### config.mk
export PLATFORM = sky130hd
export DESIGN_NAME = odyssey_video_timing_flat
export DESIGN_NICKNAME = d
export VERILOG_FILES = /design/src/rtl/odyssey_video_timing_if.sv /design/src/rtl/odyssey_video_timing.sv /design/src/flat_wrapper.sv
export SDC_FILE = /design/constraint.sdc
export NUM_CORES = 1
export LEC_CHECK = 0
export CAP_MARGIN = 20
export CORE_MARGIN = 2
export CORE_UTILIZATION = 43
export CTS_CLUSTER_SIZE = 28
export DETAILED_ROUTE_END_ITERATION = 16
export PLACE_DENSITY = 0.77
export SLEW_MARGIN = 20
export SYNTH_ARGS = -nofsm -noshare
export SYNTH_HDL_FRONTEND = slang
export SYNTH_SLANG_ARGS = --single-unit
export TNS_END_PERCENT = 10
### constraint.sdc
create_clock -name clk -period 2.2 [get_ports clk]
set_input_delay 0.44 -clock clk [delete_from_list [all_inputs] [get_ports clk]]
set_output_delay 0.44 -clock clk [all_outputs]
set_load 0.03 [all_outputs]
### src/rtl/odyssey_video_timing_if.sv
// Raster timing bundle between the Odyssey timing generator and the video path.
// The master drives the raster outputs; the slave supplies the video mode selects.
interface odyssey_video_timing_if;
    logic       pal;
    logic       scandouble;
    logic       ce_pix;
    logic [8:0] hcount;
    logic [8:0] vcount;
    logic       line_rep;
    logic       HBlank;
    logic       HSync;
    logic       VBlank;
    logic       VSync;
    logic       frame_start;
    logic [7:0] frame_cnt;

    modport master (
        input  pal,
        input  scandouble,
        output ce_pix,
        output hcount,
        output vcount,
        output line_rep,
        output HBlank,
        output HSync,
        output VBlank,
        output VSync,
        output frame_start,
        output frame_cnt
    );

    modport slave (
        output pal,
        output scandouble,
        input  ce_pix,
        input  hcount,
        input  vcount,
        input  line_rep,
        input  HBlank,
        input  HSync,
        input  VBlank,
        input  VSync,
        input  frame_start,
        input  frame_cnt
    );
endinterface

### src/rtl/odyssey_video_timing.sv
// Odyssey raster timing generator: pixel enable, raster position, blanking and sync
// for NTSC/PAL, with optional 2x scandoubled line rate. All outputs move on ce_pix.
module odyssey_video_timing #(
    parameter int CLK_DIV    = 4,
    parameter int H_ACTIVE   = 256,
    parameter int H_FP       = 24,
    parameter int H_SYNC     = 32,
    parameter int H_BP       = 28,
    parameter int V_ACTIVE_N = 240,
    parameter int V_FP_N     = 3,
    parameter int V_SYNC_N   = 3,
    parameter int V_BP_N     = 16,
    parameter int V_ACTIVE_P = 288,
    parameter int V_FP_P     = 3,
    parameter int V_SYNC_P   = 3,
    parameter int V_BP_P     = 18
) (
    input  logic                  clk,
    input  logic                  reset,
    odyssey_video_timing_if.master vid
);
    localparam int H_TOTAL   = H_ACTIVE + H_FP + H_SYNC + H_BP;
    localparam int V_TOTAL_N = V_ACTIVE_N + V_FP_N + V_SYNC_N + V_BP_N;
    localparam int V_TOTAL_P = V_ACTIVE_P + V_FP_P + V_SYNC_P + V_BP_P;
    localparam int DIV_W     = $clog2(CLK_DIV) + 1;

    localparam logic [DIV_W-1:0] DIV_ONE     = DIV_W'(1);
    localparam logic [DIV_W-1:0] DIV_LAST_1X = DIV_W'(CLK_DIV - 1);
    localparam logic [DIV_W-1:0] DIV_LAST_2X = DIV_W'(CLK_DIV / 2 - 1);

    localparam logic [8:0] H_LAST        = 9'(H_TOTAL - 1);
    localparam logic [8:0] H_BLANK_START = 9'(H_ACTIVE);
    localparam logic [8:0] H_SYNC_START  = 9'(H_ACTIVE + H_FP);
    localparam logic [8:0] H_SYNC_END    = 9'(H_ACTIVE + H_FP + H_SYNC);

    localparam logic [8:0] V_LAST_N        = 9'(V_TOTAL_N - 1);
    localparam logic [8:0] V_BLANK_START_N = 9'(V_ACTIVE_N);
    localparam logic [8:0] V_SYNC_START_N  = 9'(V_ACTIVE_N + V_FP_N);
    localparam logic [8:0] V_SYNC_END_N    = 9'(V_ACTIVE_N + V_FP_N + V_SYNC_N);
    localparam logic [8:0] V_LAST_P        = 9'(V_TOTAL_P - 1);
    localparam logic [8:0] V_BLANK_START_P = 9'(V_ACTIVE_P);
    localparam logic [8:0] V_SYNC_START_P  = 9'(V_ACTIVE_P + V_FP_P);
    localparam logic [8:0] V_SYNC_END_P    = 9'(V_ACTIVE_P + V_FP_P + V_SYNC_P);

    function automatic logic in_window(input logic [8:0] x, input logic [8:0] lo,
                                       input logic [8:0] hi);
        return (x >= lo) && (x < hi);
    endfunction

    logic [DIV_W-1:0] div_q, div_d;
    logic             mode_pal_q, mode_pal_d;
    logic             mode_2x_q, mode_2x_d;

    // Position of the next pixel to be emitted; copied to the outputs on ce_pix.
    logic [8:0]       pos_h_q, pos_h_d;
    logic [8:0]       pos_v_q, pos_v_d;
    logic             pos_rep_q, pos_rep_d;
    logic [7:0]       pos_fcnt_q, pos_fcnt_d;

    logic             ce_pix_q, ce_pix_d;
    logic [8:0]       hcount_q, hcount_d;
    logic [8:0]       vcount_q, vcount_d;
    logic             line_rep_q, line_rep_d;
    logic             hblank_q, hblank_d;
    logic             hsync_q, hsync_d;
    logic             vblank_q, vblank_d;
    logic             vsync_q, vsync_d;
    logic             frame_start_q, frame_start_d;
    logic [7:0]       frame_cnt_q, frame_cnt_d;

    logic [DIV_W-1:0] div_last_cur;
    logic [DIV_W-1:0] div_last_nxt;
    logic             div_wrap;
    logic             frame_last;
    logic [8:0]       v_last;
    logic [8:0]       v_blank_start;
    logic [8:0]       v_sync_start;
    logic [8:0]       v_sync_end;

    always_comb begin
        mode_pal_d    = mode_pal_q;
        mode_2x_d     = mode_2x_q;
        pos_h_d       = pos_h_q;
        pos_v_d       = pos_v_q;
        pos_rep_d     = pos_rep_q;
        pos_fcnt_d    = pos_fcnt_q;
        hcount_d      = hcount_q;
        vcount_d      = vcount_q;
        line_rep_d    = line_rep_q;
        hblank_d      = hblank_q;
        hsync_d       = hsync_q;
        vblank_d      = vblank_q;
        vsync_d       = vsync_q;
        frame_cnt_d   = frame_cnt_q;
        frame_start_d = 1'b0;

        v_last        = mode_pal_q ? V_LAST_P        : V_LAST_N;
        v_blank_start = mode_pal_q ? V_BLANK_START_P : V_BLANK_START_N;
        v_sync_start  = mode_pal_q ? V_SYNC_START_P  : V_SYNC_START_N;
        v_sync_end    = mode_pal_q ? V_SYNC_END_P    : V_SYNC_END_N;

        // Modes reload when the last pixel of a frame finishes, so the new divider
        // ratio governs the very first pixel of the next frame.
        div_last_cur = mode_2x_q ? DIV_LAST_2X : DIV_LAST_1X;
        div_wrap     = (div_q == div_last_cur);
        frame_last   = (hcount_q == H_LAST) && (vcount_q == v_last) &&
                       (line_rep_q || !mode_2x_q);
        if (div_wrap && frame_last) begin
            mode_pal_d = vid.pal;
            mode_2x_d  = vid.scandouble;
        end
        div_last_nxt = mode_2x_d ? DIV_LAST_2X : DIV_LAST_1X;
        div_d        = div_wrap ? '0 : div_q + DIV_ONE;
        ce_pix_d     = (div_d == div_last_nxt);

        if (ce_pix_d) begin
            hcount_d      = pos_h_q;
            vcount_d      = pos_v_q;
            line_rep_d    = pos_rep_q;
            frame_cnt_d   = pos_fcnt_q;
            frame_start_d = (pos_h_q == 9'd0) && (pos_v_q == 9'd0) && !pos_rep_q;
            hblank_d      = (pos_h_q >= H_BLANK_START);
            hsync_d       = in_window(pos_h_q, H_SYNC_START, H_SYNC_END);
            vblank_d      = (pos_v_q >= v_blank_start);
            vsync_d       = in_window(pos_v_q, v_sync_start, v_sync_end);

            if (pos_h_q == H_LAST) begin
                pos_h_d = '0;
                // In 2x mode every source line is emitted twice before vcount moves.
                if (mode_2x_q && !pos_rep_q) begin
                    pos_rep_d = 1'b1;
                end else begin
                    pos_rep_d = 1'b0;
                    if (pos_v_q == v_last) begin
                        pos_v_d    = '0;
                        pos_fcnt_d = pos_fcnt_q + 8'd1;
                    end else begin
                        pos_v_d = pos_v_q + 9'd1;
                    end
                end
            end else begin
                pos_h_d = pos_h_q + 9'd1;
            end
        end
    end

    always_ff @(posedge clk) begin
        if (reset) begin
            div_q         <= '0;
            mode_pal_q    <= vid.pal;
            mode_2x_q     <= vid.scandouble;
            pos_h_q       <= '0;
            pos_v_q       <= '0;
            pos_rep_q     <= 1'b0;
            pos_fcnt_q    <= '0;
            ce_pix_q      <= 1'b0;
            hcount_q      <= '0;
            vcount_q      <= '0;
            line_rep_q    <= 1'b0;
            hblank_q      <= 1'b0;
            hsync_q       <= 1'b0;
            vblank_q      <= 1'b0;
            vsync_q       <= 1'b0;
            frame_start_q <= 1'b0;
            frame_cnt_q   <= '0;
        end else begin
            div_q         <= div_d;
            mode_pal_q    <= mode_pal_d;
            mode_2x_q     <= mode_2x_d;
            pos_h_q       <= pos_h_d;
            pos_v_q       <= pos_v_d;
            pos_rep_q     <= pos_rep_d;
            pos_fcnt_q    <= pos_fcnt_d;
            ce_pix_q      <= ce_pix_d;
            hcount_q      <= hcount_d;
            vcount_q      <= vcount_d;
            line_rep_q    <= line_rep_d;
            hblank_q      <= hblank_d;
            hsync_q       <= hsync_d;
            vblank_q      <= vblank_d;
            vsync_q       <= vsync_d;
            frame_start_q <= frame_start_d;
            frame_cnt_q   <= frame_cnt_d;
        end
    end

    assign vid.ce_pix      = ce_pix_q;
    assign vid.hcount      = hcount_q;
    assign vid.vcount      = vcount_q;
    assign vid.line_rep    = line_rep_q;
    assign vid.HBlank      = hblank_q;
    assign vid.HSync       = hsync_q;
    assign vid.VBlank      = vblank_q;
    assign vid.VSync       = vsync_q;
    assign vid.frame_start = frame_start_q;
    assign vid.frame_cnt   = frame_cnt_q;
endmodule

### src/flat_wrapper.sv
// flat-port wrapper written by rule: the top's interface ports become plain ports
module odyssey_video_timing_flat 
#(
    parameter int CLK_DIV    = 4,
    parameter int H_ACTIVE   = 256,
    parameter int H_FP       = 24,
    parameter int H_SYNC     = 32,
    parameter int H_BP       = 28,
    parameter int V_ACTIVE_N = 240,
    parameter int V_FP_N     = 3,
    parameter int V_SYNC_N   = 3,
    parameter int V_BP_N     = 16,
    parameter int V_ACTIVE_P = 288,
    parameter int V_FP_P     = 3,
    parameter int V_SYNC_P   = 3,
    parameter int V_BP_P     = 18
)
  (clk, reset, vid_pal, vid_scandouble, vid_ce_pix, vid_hcount, vid_vcount, vid_line_rep, vid_HBlank, vid_HSync, vid_VBlank, vid_VSync, vid_frame_start, vid_frame_cnt);
  odyssey_video_timing_if vid_i ();
  input  logic clk;
  input  logic reset;
  input wire logic [$bits(vid_i.pal)-1:0] vid_pal;
  input wire logic [$bits(vid_i.scandouble)-1:0] vid_scandouble;
  output wire logic [$bits(vid_i.ce_pix)-1:0] vid_ce_pix;
  output wire logic [$bits(vid_i.hcount)-1:0] vid_hcount;
  output wire logic [$bits(vid_i.vcount)-1:0] vid_vcount;
  output wire logic [$bits(vid_i.line_rep)-1:0] vid_line_rep;
  output wire logic [$bits(vid_i.HBlank)-1:0] vid_HBlank;
  output wire logic [$bits(vid_i.HSync)-1:0] vid_HSync;
  output wire logic [$bits(vid_i.VBlank)-1:0] vid_VBlank;
  output wire logic [$bits(vid_i.VSync)-1:0] vid_VSync;
  output wire logic [$bits(vid_i.frame_start)-1:0] vid_frame_start;
  output wire logic [$bits(vid_i.frame_cnt)-1:0] vid_frame_cnt;
  assign vid_i.pal = vid_pal;
  assign vid_i.scandouble = vid_scandouble;
  assign vid_ce_pix = vid_i.ce_pix;
  assign vid_hcount = vid_i.hcount;
  assign vid_vcount = vid_i.vcount;
  assign vid_line_rep = vid_i.line_rep;
  assign vid_HBlank = vid_i.HBlank;
  assign vid_HSync = vid_i.HSync;
  assign vid_VBlank = vid_i.VBlank;
  assign vid_VSync = vid_i.VSync;
  assign vid_frame_start = vid_i.frame_start;
  assign vid_frame_cnt = vid_i.frame_cnt;
  odyssey_video_timing #(.CLK_DIV(CLK_DIV), .H_ACTIVE(H_ACTIVE), .H_FP(H_FP), .H_SYNC(H_SYNC), .H_BP(H_BP), .V_ACTIVE_N(V_ACTIVE_N), .V_FP_N(V_FP_N), .V_SYNC_N(V_SYNC_N), .V_BP_N(V_BP_N), .V_ACTIVE_P(V_ACTIVE_P), .V_FP_P(V_FP_P), .V_SYNC_P(V_SYNC_P), .V_BP_P(V_BP_P)) u_core (.clk(clk), .reset(reset), .vid(vid_i));
endmodule
== Word level (Yosys, flattened, before mapping) ==
Cells that the tools add are included.
Cells by class
  $add $sub $neg: 4
  $lt $le $gt $ge: 6
  equality and inequality tests: 6
  multiplexer cells: 14
  bitwise gates (word level): 2
  reductions and logical operators: 18
Operator list (count)
  9-bit 2-to-1 mux: 5
  9-bit by 1-bit adder with 9-bit output (second input constant): 2
  9-bit == test: 2
  9-bit == test (second input constant): 2
  9-bit greater-or-equal comparator: 2
  9-bit greater-or-equal comparator (second input constant): 2
  9-bit zero test: 2
  9-bit < comparator: 1
  9-bit < comparator (second input constant): 1
  8-bit by 1-bit adder with 8-bit output (second input constant): 1
  1-bit logical AND: 8
  3-bit == test: 2
  6-bit 2-to-1 mux: 1
  1-bit 2-to-1 mux: 5
  2-bit 2-to-1 mux: 2
  4-bit AND reduction: 1
  3-bit by 1-bit adder with 3-bit output (second input constant): 1
  3-bit 2-to-1 mux: 1
  3-bit AND reduction: 1
  1-bit zero test: 2
  1-bit inverter: 2
  2-bit AND reduction: 1
  2-bit nonzero test: 1
  2-bit OR reduction: 1
  1-bit logical OR: 1
Word-level totals
  flip-flop bits (word level): 65
  input port bits: 4
  word-level logic and storage cells: 67

== Logic depth before layout (Yosys ltp) ==
Gate-level depths: netlist of the first run.
  depth after elaboration: 10
  depth in mapped cells: 8
  mapped depth without buffers: 7

== Least setup slack after synthesis of the first run ==
Ideal clock, no wire load.
  path kind: reg-to-reg
  start point: register u_core.div_q[0]
  end point: register u_core.pos_fcnt_q[3]
  data arrival time: 2.021 ns
  setup slack: 0.058 ns
  cell stages (with the launch flop): 8
  path buffers: 1
  period minus slack after synthesis: 2.142 ns
  cell sequence: dfxtp_1 -> ha_1 -> a21oi_1 -> nand2_1 -> or4_4 -> buf_6 -> nor3_1 -> mux2_2
Between the ends
  cells in the longest elaborated chain, start to end: 6
  elaborated cells on any way between the ends: 8
Ends and longest elaborated chain
  start: declaration: line odyssey_video_timing.sv:50  | logic [DIV_W-1:0] div_q, div_d;
  start signal: assignment: line odyssey_video_timing.sv:167  | div_q <= div_d;
  branches (longest 4 deep; another with 3-bit by 1-bit adder with 3-bit output)
  3-bit == test (*): line odyssey_video_timing.sv:114  | ce_pix_d = (div_d == div_last_nxt);
  4-bit AND reduction (no source line) (*)
  end signal: assignment: line odyssey_video_timing.sv:173  | pos_fcnt_q <= pos_fcnt_d;
  end: declaration: line odyssey_video_timing.sv:58  | logic [7:0] pos_fcnt_q, pos_fcnt_d;
Mark *: on every way between the ends.
A chain may end at the register's enable or synchronous reset.

== Worst setup path in the final report of the first run ==
  start point: register u_core.mode_pal_q
  end point: register u_core.pos_fcnt_q[5]
Between the ends
  cells in the longest elaborated chain, start to end: 9
  elaborated cells on any way between the ends: 10
Ends and longest elaborated chain
  start: declaration: line odyssey_video_timing.sv:51  | logic mode_pal_q, mode_pal_d;
  start signal: assignment: line odyssey_video_timing.sv:150  | mode_pal_q <= vid.pal;
  start signal: assignment: line odyssey_video_timing.sv:168  | mode_pal_q <= mode_pal_d;
  6-bit 2-to-1 mux (*): line odyssey_video_timing.sv:97  | v_last = mode_pal_q ? V_LAST_P : V_LAST_N;
  9-bit == test: line odyssey_video_timing.sv:106  | frame_last = (hcount_q == H_LAST) && (vcount_q == v_last) &&
  1-bit logical AND (2 in series): line odyssey_video_timing.sv:106
  1-bit logical AND: line odyssey_video_timing.sv:108  | if (div_wrap && frame_last) begin
  1-bit 2-to-1 mux: line odyssey_video_timing.sv:108
  2-bit 2-to-1 mux: line odyssey_video_timing.sv:112  | div_last_nxt = mode_2x_d ? DIV_LAST_2X : DIV_LAST_1X;
  3-bit == test: line odyssey_video_timing.sv:114
  4-bit AND reduction (no source line) (*)
Every way passes the cells marked *; elsewhere a longest branch is shown, timed or not.

==> impl.org, run 1 <==
** Drt
- Detailed router's first-iteration violation count :: 198
- Wire segments on met3 add up to 293 microns in the final route.
- Across all layers, the routed design uses 2951 vias.
- The first detailed-routing pass ran for 4 iterations.
- After detailed routing, the average wire length per cell comes to 14.7 microns.
- Wires add up to about 8 mm.
- Remaining number of nets flagged by the antenna check after routing :: 0
- In the routed design, unresolved DRC markers number 0.
- The routed design uses 4.13 mm of met2 wire.
- Highest routing layer actually used :: met4
- For this block, wires on met1 add up to 3.31 mm.
- Using the TritonRoute via totals, the vias-per-cell ratio works out to 5.46.

** Place
- Routability cong. :: between 0.9 and 1
- Half-perimeter wire length after placement :: approximately 5.6 mm
- Total of buffers placed on input and output ports :: 36
- In this run the cell area measured after placement is 3710 sq um.
- OpenSTA, run right after detailed placement, puts the worst setup slack at between 0.01 and 0.015 ns.

** Synth
- In this run, synthesis produced a sequential element count of 65.
- After synthesis, the share of flip-flops with an asynchronous set or reset is 0%.
- List of most frequent post-synthesis cells :: 73 x nand2_1, 64 x dfxtp_1, 43 x a21oi_1
- The Yosys step of the flow raised 0 warnings.
- Sequential cell area fraction in the yosys report :: roughly 42%
- Summing the areas of all xor and xnor instances in the mapped netlist gives 1.70% of the synthesized area.
- The largest total area in the synthesized netlist belongs to dfxtp_1.
- Area fraction in compound gates after synthesis :: 13.9%
- Largest family of logic cells by synthesized area :: simple AND/OR/NAND/NOR gates
- Most used DFF post-synth :: dfxtp_1
- Counting distinct cell types in the post-synthesis netlist gives 48.
- Of the post-synthesis cell area, the part taken by muxes is 1.78%.
- Among all cell types in the netlist, the one instantiated most often is nand2_1.
- Simple-gate portion of the synthesized area :: 31.3%
- Yosys mapped a number of flops with a built-in enable equal to 1.
- Post-Synthesis Cell Area :: approximately 3100 sq um
- Top area cells in the synthesized netlist :: dfxtp_1 42%, nand2_1 8.9%, a21oi_1 7.0%
- Area share of the largest cell type after synthesis :: 41.5%
- Syn Inst Count :: 381
- Synthesis produced a netlist with a net count of 396.
- Of the total synthesized cell area, the portion taken by full adders, half adders and majority gates is 4.46%.
- Averaged over all synthesized cells, the footprint is 8.10 sq um.

** Critical path
- Counting both buffers and inverters, the worst setup path holds a total of 1.
- Crit path capture type :: flip-flop
- Traced cell by cell, the critical path runs through inv_2 -> ha_1 -> nand4b_1 -> a211o_4 -> nor4_2 -> mux2_2.
- Endpoint of the most critical register-to-register path :: u_core.pos_fcnt_q[5]$_SDFFE_PP0P_
- The worst setup path is launched from a flip-flop.
- For this run, the slowest stage of the critical path takes 0.45 ns.
- On the critical path, the stage with the largest delay is an instance of edfxtp_1.
- Slack of the worst reg-to-reg path :: around 0.034 ns
- Data arrival time at the worst-slack endpoint :: between 2 and 2.5 ns
- Top Family by Delay on Critical Path :: simple AND/OR/NAND/NOR gates
- Critical-path maximum fanout :: 8
- In this run the critical register-to-register path is launched from u_core.mode_pal_q$_DFFE_PP_.
- Data on the critical path is required at its endpoint by 2.44 ns.
- Cell depth of the worst flop-to-flop path :: 6
- Setup CP Type :: flip-flop to flip-flop

** Finish
- Final Cell Area :: about 4000 sq um
- Of the cells placed in the final design, the portion with a size suffix greater than 1 is 16.4%.
- Final #Nets :: around 450
- Counting the fill cells in the layout gives 614.
- In the final layout, the multi-input gates occupy 1690 sq um.
- Count of inserted antenna diode cells :: 0
- Summing all flip-flop and latch instances after layout gives 1320 sq um.
- Area growth syn-to-layout :: 30.5%

** Status
- The run finished with clean final reports.

** Min path
- In this run the most critical hold path is launched from u_core.vid.frame_cnt[6]$_SDFFE_PP0P_.
- In this run the worst hold path is classified as flip-flop to flip-flop.
- Worst-case hold path end point :: u_core.vid.frame_cnt[6]$_SDFFE_PP0P_
- Along the worst hold path, the cell count comes to 2.

** Timing
- The total count of hold-check failures in the final report is 0.
- For the finished layout, the period the worst path requires is between 2 and 2.5 ns.
- In the post-route analysis, the smallest setup slack over all paths is 0.0344 ns.
- Max-slew violation total from the final report :: 0
- Across the routed clock network, the largest skew measured is 0.00823 ns.
- Final worst path period share :: 98.4%
- Unrepaired setup endpoints after global routing :: yes
- Worst hold slack across all endpoints :: 0.454 ns
- Measured against its own limit, the worst slew margin works out to 58.9%.
- Timing would allow up to 462 MHz.
- Slew at the pin with the worst max-slew slack :: 0.617 ns
- Count of endpoints failing setup in the final report :: 0

** Global routing
- Maximum number of pins on one net before global-route repair :: 36
- Global routing used 21.8% of the available tracks across all layers.
- Antenna violations before repair :: 0
- Via count of the first global-routing pass :: about 2.8k
- Wire length of the first global-routing pass :: approximately 13 mm
- Overflow left after global routing :: 0

** Power
- Across the VDD grid, the largest voltage drop is roughly 370 uV.
- For this design the static power due to leakage is approximately 1.4 nW.
- Pwr/cell area :: 666 nW/um^2

** Floorplanning
- IO Pins :: 37
- Chip width :: 88.7 microns
- From bottom edge to top edge, the die measures 88.7 microns.
- After floorplanning, the core was sized to cover 6870 sq um.
- The floorplan has 30 rows.
- Initial core utilization :: 44.9%
- The die covers 7870 sq um.

** Clocking
- For the worst-skew pair, the clock arrives at the later sink with an insertion delay of 0.35 ns.
- Sink Count :: 65
- Clk root buf :: clkbuf_8
- The clock tree synthesis step divided the H-tree into 3 levels.
- Clock tree buffer depth :: 2
- Post-CTS clock slew at the launch and capture registers of the worst setup and hold paths :: 0.07 ns
- TritonCTS built the clock tree.
- In this run, CTS created clock tree buffers numbering 9.

** Flow run
- Number of max-capacitance violations reported :: 0
[registers in the layout (all words and copies together), names as in the netlist]
name and flops:
u_core.pos_h_q 9, u_core.pos_v_q 9, u_core.vid.hcount 9, u_core.vid.vcount 9, u_core.pos_fcnt_q 8, u_core.vid.frame_cnt 8
u_core.div_q 3, u_core.mode_2x_q 1, u_core.mode_pal_q 1, u_core.pos_rep_q 1, u_core.vid.HBlank 1, u_core.vid.HSync 1
u_core.vid.VBlank 1, u_core.vid.VSync 1, u_core.vid.ce_pix 1, u_core.vid.frame_start 1, u_core.vid.line_rep 1
[logic make-up after synthesis]
kind of cell	after synthesis
multiplexers	5
flip-flops	65
XOR/XNOR	6
AND/OR/NAND/NOR	186
buffers and inverters	32
AO/OA/AOI/OAI	76
adder cells (fa/ha/maj)	11
[metrics by stage]
step / instances / TNS [ns] / power (mW) / utilization [%]
5_1_grt: 540 / -0.163 / 2.78 / 58.6
3_5_place_dp: 519 / 0 / 1.54 / 54.0
4_1_cts: 538 / 0 / 2.70 / 58.2
6_report: 540 / 0 / 2.68 / 58.6
3_3_place_gp: 519 / 0 / 1.53 / 54.0
2_1_floorplan: 381 / 0 / 1.43 / -
[worst max-delay path by stage]
stage	from	end	slack [ns]	cells past startpoint
CTS	u_core.mode_pal_q$_DFFE_PP_	u_core.pos_fcnt_q[5]$_SDFFE_PP0P_	0.01	6
global placement	u_core.div_q[1]$_SDFF_PP0_	u_core.pos_fcnt_q[7]$_SDFFE_PP0P_	0.06	6
detailed placement	u_core.mode_pal_q$_DFFE_PP_	u_core.pos_fcnt_q[5]$_SDFFE_PP0P_	0.01	6
global route	u_core.mode_pal_q$_DFFE_PP_	u_core.pos_fcnt_q[5]$_SDFFE_PP0P_	-0.05	6
finish	u_core.mode_pal_q$_DFFE_PP_	u_core.pos_fcnt_q[5]$_SDFFE_PP0P_	0.03	6
floorplan	u_core.div_q[0]$_SDFF_PP0_	u_core.pos_fcnt_q[3]$_SDFFE_PP0P_	0.06	7
[metal layers]
metal,vias to the layer above,track usage [%]
li1,1453,-
met1,1414,25.3
met2,68,37.5
met3,16,5.88
met4,0,9.50
met5,-,0
[cell usage in the layout (no fill, tap or decap), drive strengths merged, types with 9 or more instances in the layout]
| master | Yosys | final |
|---|---|---|
| a21oi | 43 | 43 |
| clkbuf | 20 | 10 |
| clkdlybuf4s50 | 0 | 35 |
| nor4 | 9 | 9 |
| nand2 | 73 | 73 |
| dfxtp | 64 | 64 |
| nor2 | 28 | 28 |
| inv | 9 | 10 |
| nor2b | 12 | 12 |
| o21ai | 16 | 16 |
| nand3 | 14 | 14 |
| ha | 11 | 11 |
| buf | 3 | 35 |
[tightest hold or removal path, stage by stage, from the launching register on]
cell and delay [ns]:
dfxtp_1 0.31, nand2_1 0.05, a21oi_1 0.05
[power breakdown]
part	leakage [nW]	switching (mW)	internal (mW)	total [mW]
combinational	0.768	0.194	0.114	0.307
sequential	0.528	0.0220	1.20	1.23
clock	0.109	0.475	0.671	1.15
[final cells by class]
cell class	count	share of cell area [%]
clock buffers	10	3.42
clock inverters	6	2.24
flip-flops and latches	65	32.7
multi-input cells	284	42.1
well taps	96	2.98
inverters	9	0.839
repair buffers	70	15.8
[what timing repair did]
item                       CTS  global route
buffers inserted             3             2
gates cloned                 0             0
pin swaps                    1             3
hold buffers                 0             0
resized for setup            7             5
setup endpoints to repair    2            16
Power figures use the tool's default switching activity.
==> run 2: changes to the inputs <==
--- a/config.mk
+++ b/config.mk
@@ -5,9 +5,12 @@
 export SDC_FILE = /design/constraint.sdc
 export NUM_CORES = 1
 export LEC_CHECK = 0
+export ABC_AREA = 0
+export ABC_CLOCK_PERIOD_IN_PS = 2200
 export CAP_MARGIN = 20
 export CORE_MARGIN = 2
 export CORE_UTILIZATION = 43
+export CTS_BUF_LIST = sky130_fd_sc_hd__clkbuf_4 sky130_fd_sc_hd__clkbuf_8
 export CTS_CLUSTER_SIZE = 28
 export DETAILED_ROUTE_END_ITERATION = 16
 export PLACE_DENSITY = 0.77
==> results of run 2 <==
No change in the layout: final DEF, timing and power equal those of run 1.
==> run 3: changes to the inputs <==
--- a/config.mk
+++ b/config.mk
@@ -6,8 +6,7 @@
 export NUM_CORES = 1
 export LEC_CHECK = 0
 export ABC_AREA = 0
-export ABC_CLOCK_PERIOD_IN_PS = 2200
-export CAP_MARGIN = 20
+export ABC_CLOCK_PERIOD_IN_PS = 1900
 export CORE_MARGIN = 2
 export CORE_UTILIZATION = 43
 export CTS_BUF_LIST = sky130_fd_sc_hd__clkbuf_4 sky130_fd_sc_hd__clkbuf_8
==> constraint.sdc (replaced) <==
create_clock -name clk -period 1.9 [get_ports clk]
set_input_delay 0.38 -clock clk [delete_from_list [all_inputs] [get_ports clk]]
set_output_delay 0.38 -clock clk [all_outputs]
set_load 0.03 [all_outputs]
==> impl.org, run 3 (same netlist as run 1, synthesis figures left out) <==
** Critical path
- By startpoint and endpoint, the worst setup path is classified as flip-flop to flip-flop.
- Type of origin of the critical path :: flip-flop
- Critical-path maximum fanout :: 7
- Crit path capture type :: flip-flop
- Slack of the worst reg-to-reg path :: -0.20 ns
- Required time of the worst setup path :: 2.15 ns
- Data arrival time at the worst-slack endpoint :: 2.35 ns

** Finish
- Area growth syn-to-layout :: 41.4%
- The library cell used most frequently in the layout, excluding fill and tap cells, is nand2_1.
- Share of cells above drive strength 1 :: 24.7%
- Final #Nets :: 472
- Across the whole layout, storage elements account for 1320 sq um.
- Once layout is complete, the cells apart from fillers number ~560.
- Filler cell count :: 561
- Most used cells in the layout excluding fill and tap cells :: 72 x nand2_1, 61 x dfxtp_1, 44 x buf_4
- Count of inserted antenna diode cells :: 0
- In the final layout, the multi-input gates occupy 1860 sq um.

** Floorplanning
- Initial core utilization :: 44.9%
- 37 I/O pins were placed.
- The region available for standard cell placement spans 6870 sq um.
- From left edge to right edge, the die measures just under 90 microns.
- The die covers between 7000 and 8000 sq um.
- Number of placement rows :: 30
- Die Y :: 88.7 microns

** Status
- Status :: complete, but fails checks
- Failing checks :: setup timing

** Timing
- Max-slew violation total from the final report :: 0
- Time the final worst path needs with I/O delays and setup :: 2.10 ns
- Hold timing on the final database bottoms out at a slack of 0.463 ns.
- Summed over all failing endpoints, the final setup total negative slack is -1.41 ns.
- The total count of hold-check failures in the final report was 0.
- At the pin with the least slew margin, the transition time is about 0.62 ns.
- Once routing completed, OpenROAD measured the worst setup slack at -0.196 ns.
- Of the available clock period, the critical path in the final layout requires 110%.
- The clock arrives with 0.00906 ns of skew.
- Setup repair after global routing could not meet its margin everywhere.
- Derived from the worst setup path, the maximum achievable clock frequency is 477 MHz.
- Count of endpoints failing setup in the final report :: 15
- Relative slew margins :: between 50 and 60%

** Place
- The congestion estimate from routability-driven global placement came to about 0.87.
- Setup slack after placement :: -0.199 ns
- Total of buffers placed on input and output ports :: 36
- Half-perimeter wire length after placement :: 5.87 mm
- Placed cell count :: 535

** Min path
- Worst hold path type :: flip-flop to flip-flop

** Clocking
- The cell sitting at the root of the clock tree is a clkbuf_8.
- Clock tree buffer depth :: 2
- The later pin in the worst-skew pair is clocked with a latency of 0.36 ns.
- After clock tree synthesis, the clock-pin slew on the worst setup and hold paths is 0.08 ns.
- CTS tree :: done
- The H-tree generated during clock tree synthesis spans 3 levels.
- Sink Count :: 65
- CTS hold repair buffers :: 0
- Clock buffer count from CTS :: 9

** Power
- Internal power comes to 2.49 mW.
- The share of total power dissipated in combinational logic is 13.2%.
- In this run, flip-flops and latches consume 42.3% of the power.
- Summed over all nets, the switching power comes to between 0.8 and 0.9 mW.
- Power spread over the standard cell area amounts to 765 nW/um^2.
- In this run, the clock network consumes roughly 44% of the power.
- Summing internal, switching and leakage power gives 3.34 mW.
- Across the VDD grid, the largest voltage drop is 392 uV.
- Switching share of total power :: 25.5%
- Leakage dissipation :: 1.58 nW

** Global routing
- Wire length of the first global-routing pass :: 13.8 mm
- Maximum number of pins on one net before global-route repair :: 35
- The number of global-route vias before repair was 2843.
- Overflow left after global routing :: 0
- Antenna violations before repair :: 0
- Global routing usage summed across all routing layers :: 22.8%

** Drt
- The first detailed-routing pass ran for 5 iterations.
- After detailed routing, the average wire length per cell comes to between 15 and 20 microns.
- Wires add up to 8.99 mm.
- Detailed router's first-iteration violation count :: 211
- Remaining number of nets flagged by the antenna check after routing :: 0
- After detailed routing, the number of remaining DRC violations is 0.
- Vias per cell :: 5.61
- The detailed router placed 3129 vias in this run.

** Flow run
- Max-cap violations in this run came to 0.
-- run 3: per-layer routing --
metal / share of wire [%] / global-route usage (%) / up-vias
li1: - / - / 1489
met1: 42 / 30.1 / 1508
met2: 50 / 36.7 / 120
met3: 6.7 / 5.32 / 12
met4: 1.1 / 7.99 / 0
met5: 0 / 0 / -
-- run 3: cell type report --
| cell class | instances | share of cell area [%] |
|---|---|---|
| clock buffer | 10 | 3.15 |
| clock inverter | 6 | 2.58 |
| inverter | 9 | 0.774 |
| multi-input combinational | 285 | 42.7 |
| sequential | 65 | 30.1 |
| tap | 96 | 2.75 |
| timing repair buffer | 87 | 17.9 |
-- run 3: metrics by stage --
stage                     utilization [%]  instance area [sq um]
after global routing                 63.5                   4360
after CTS                            61.4                   4220
after global placement               56.5                   3880
final                                63.5                   4360
after floorplan                         -                   3160
after detailed placement             56.5                   3880
-- run 3: final timing paths --
check	start	to	cells past startpoint
min	u_core.vid.VSync$_SDFFE_PP0P_	u_core.vid.VSync$_SDFFE_PP0P_	2
max reg2reg	u_core.pos_h_q[7]$_SDFFE_PP0P_	u_core.pos_fcnt_q[5]$_SDFFE_PP0P_	6
max	u_core.pos_h_q[7]$_SDFFE_PP0P_	u_core.pos_fcnt_q[5]$_SDFFE_PP0P_	6
min reg2reg	u_core.vid.VSync$_SDFFE_PP0P_	u_core.vid.VSync$_SDFFE_PP0P_	2
-- run 3: power by group through the flow --
| stage | Clock [mW] | Sequential [mW] | Combinational (mW) |
|---|---|---|---|
| detailed placement | 0 | 1.44 | 0.399 |
| global route | 1.55 | 1.41 | 0.477 |
| CTS | 1.49 | 1.41 | 0.420 |
| global placement | 0 | 1.44 | 0.391 |
| finish | 1.48 | 1.41 | 0.442 |
| floorplan | 0 | 1.47 | 0.196 |
-- run 3: repair_timing --
item | 4_1_cts | 5_1_grt
setup buffers | 1 | 5
gates resized for setup | 17 | 30
endpoints found under the setup margin | 17 | 40
gates cloned | 1 | 0
pin swaps | 12 | 8
-- run 3: worst max-delay path, stage by stage (launching register included) --
cell and delay (ns):
dfxtp_2 0.32, and4b_4 0.34, nand3_4 0.09, or4_4 0.59, buf_4 0.19, nor4_4 0.14
mux2_4 0.32
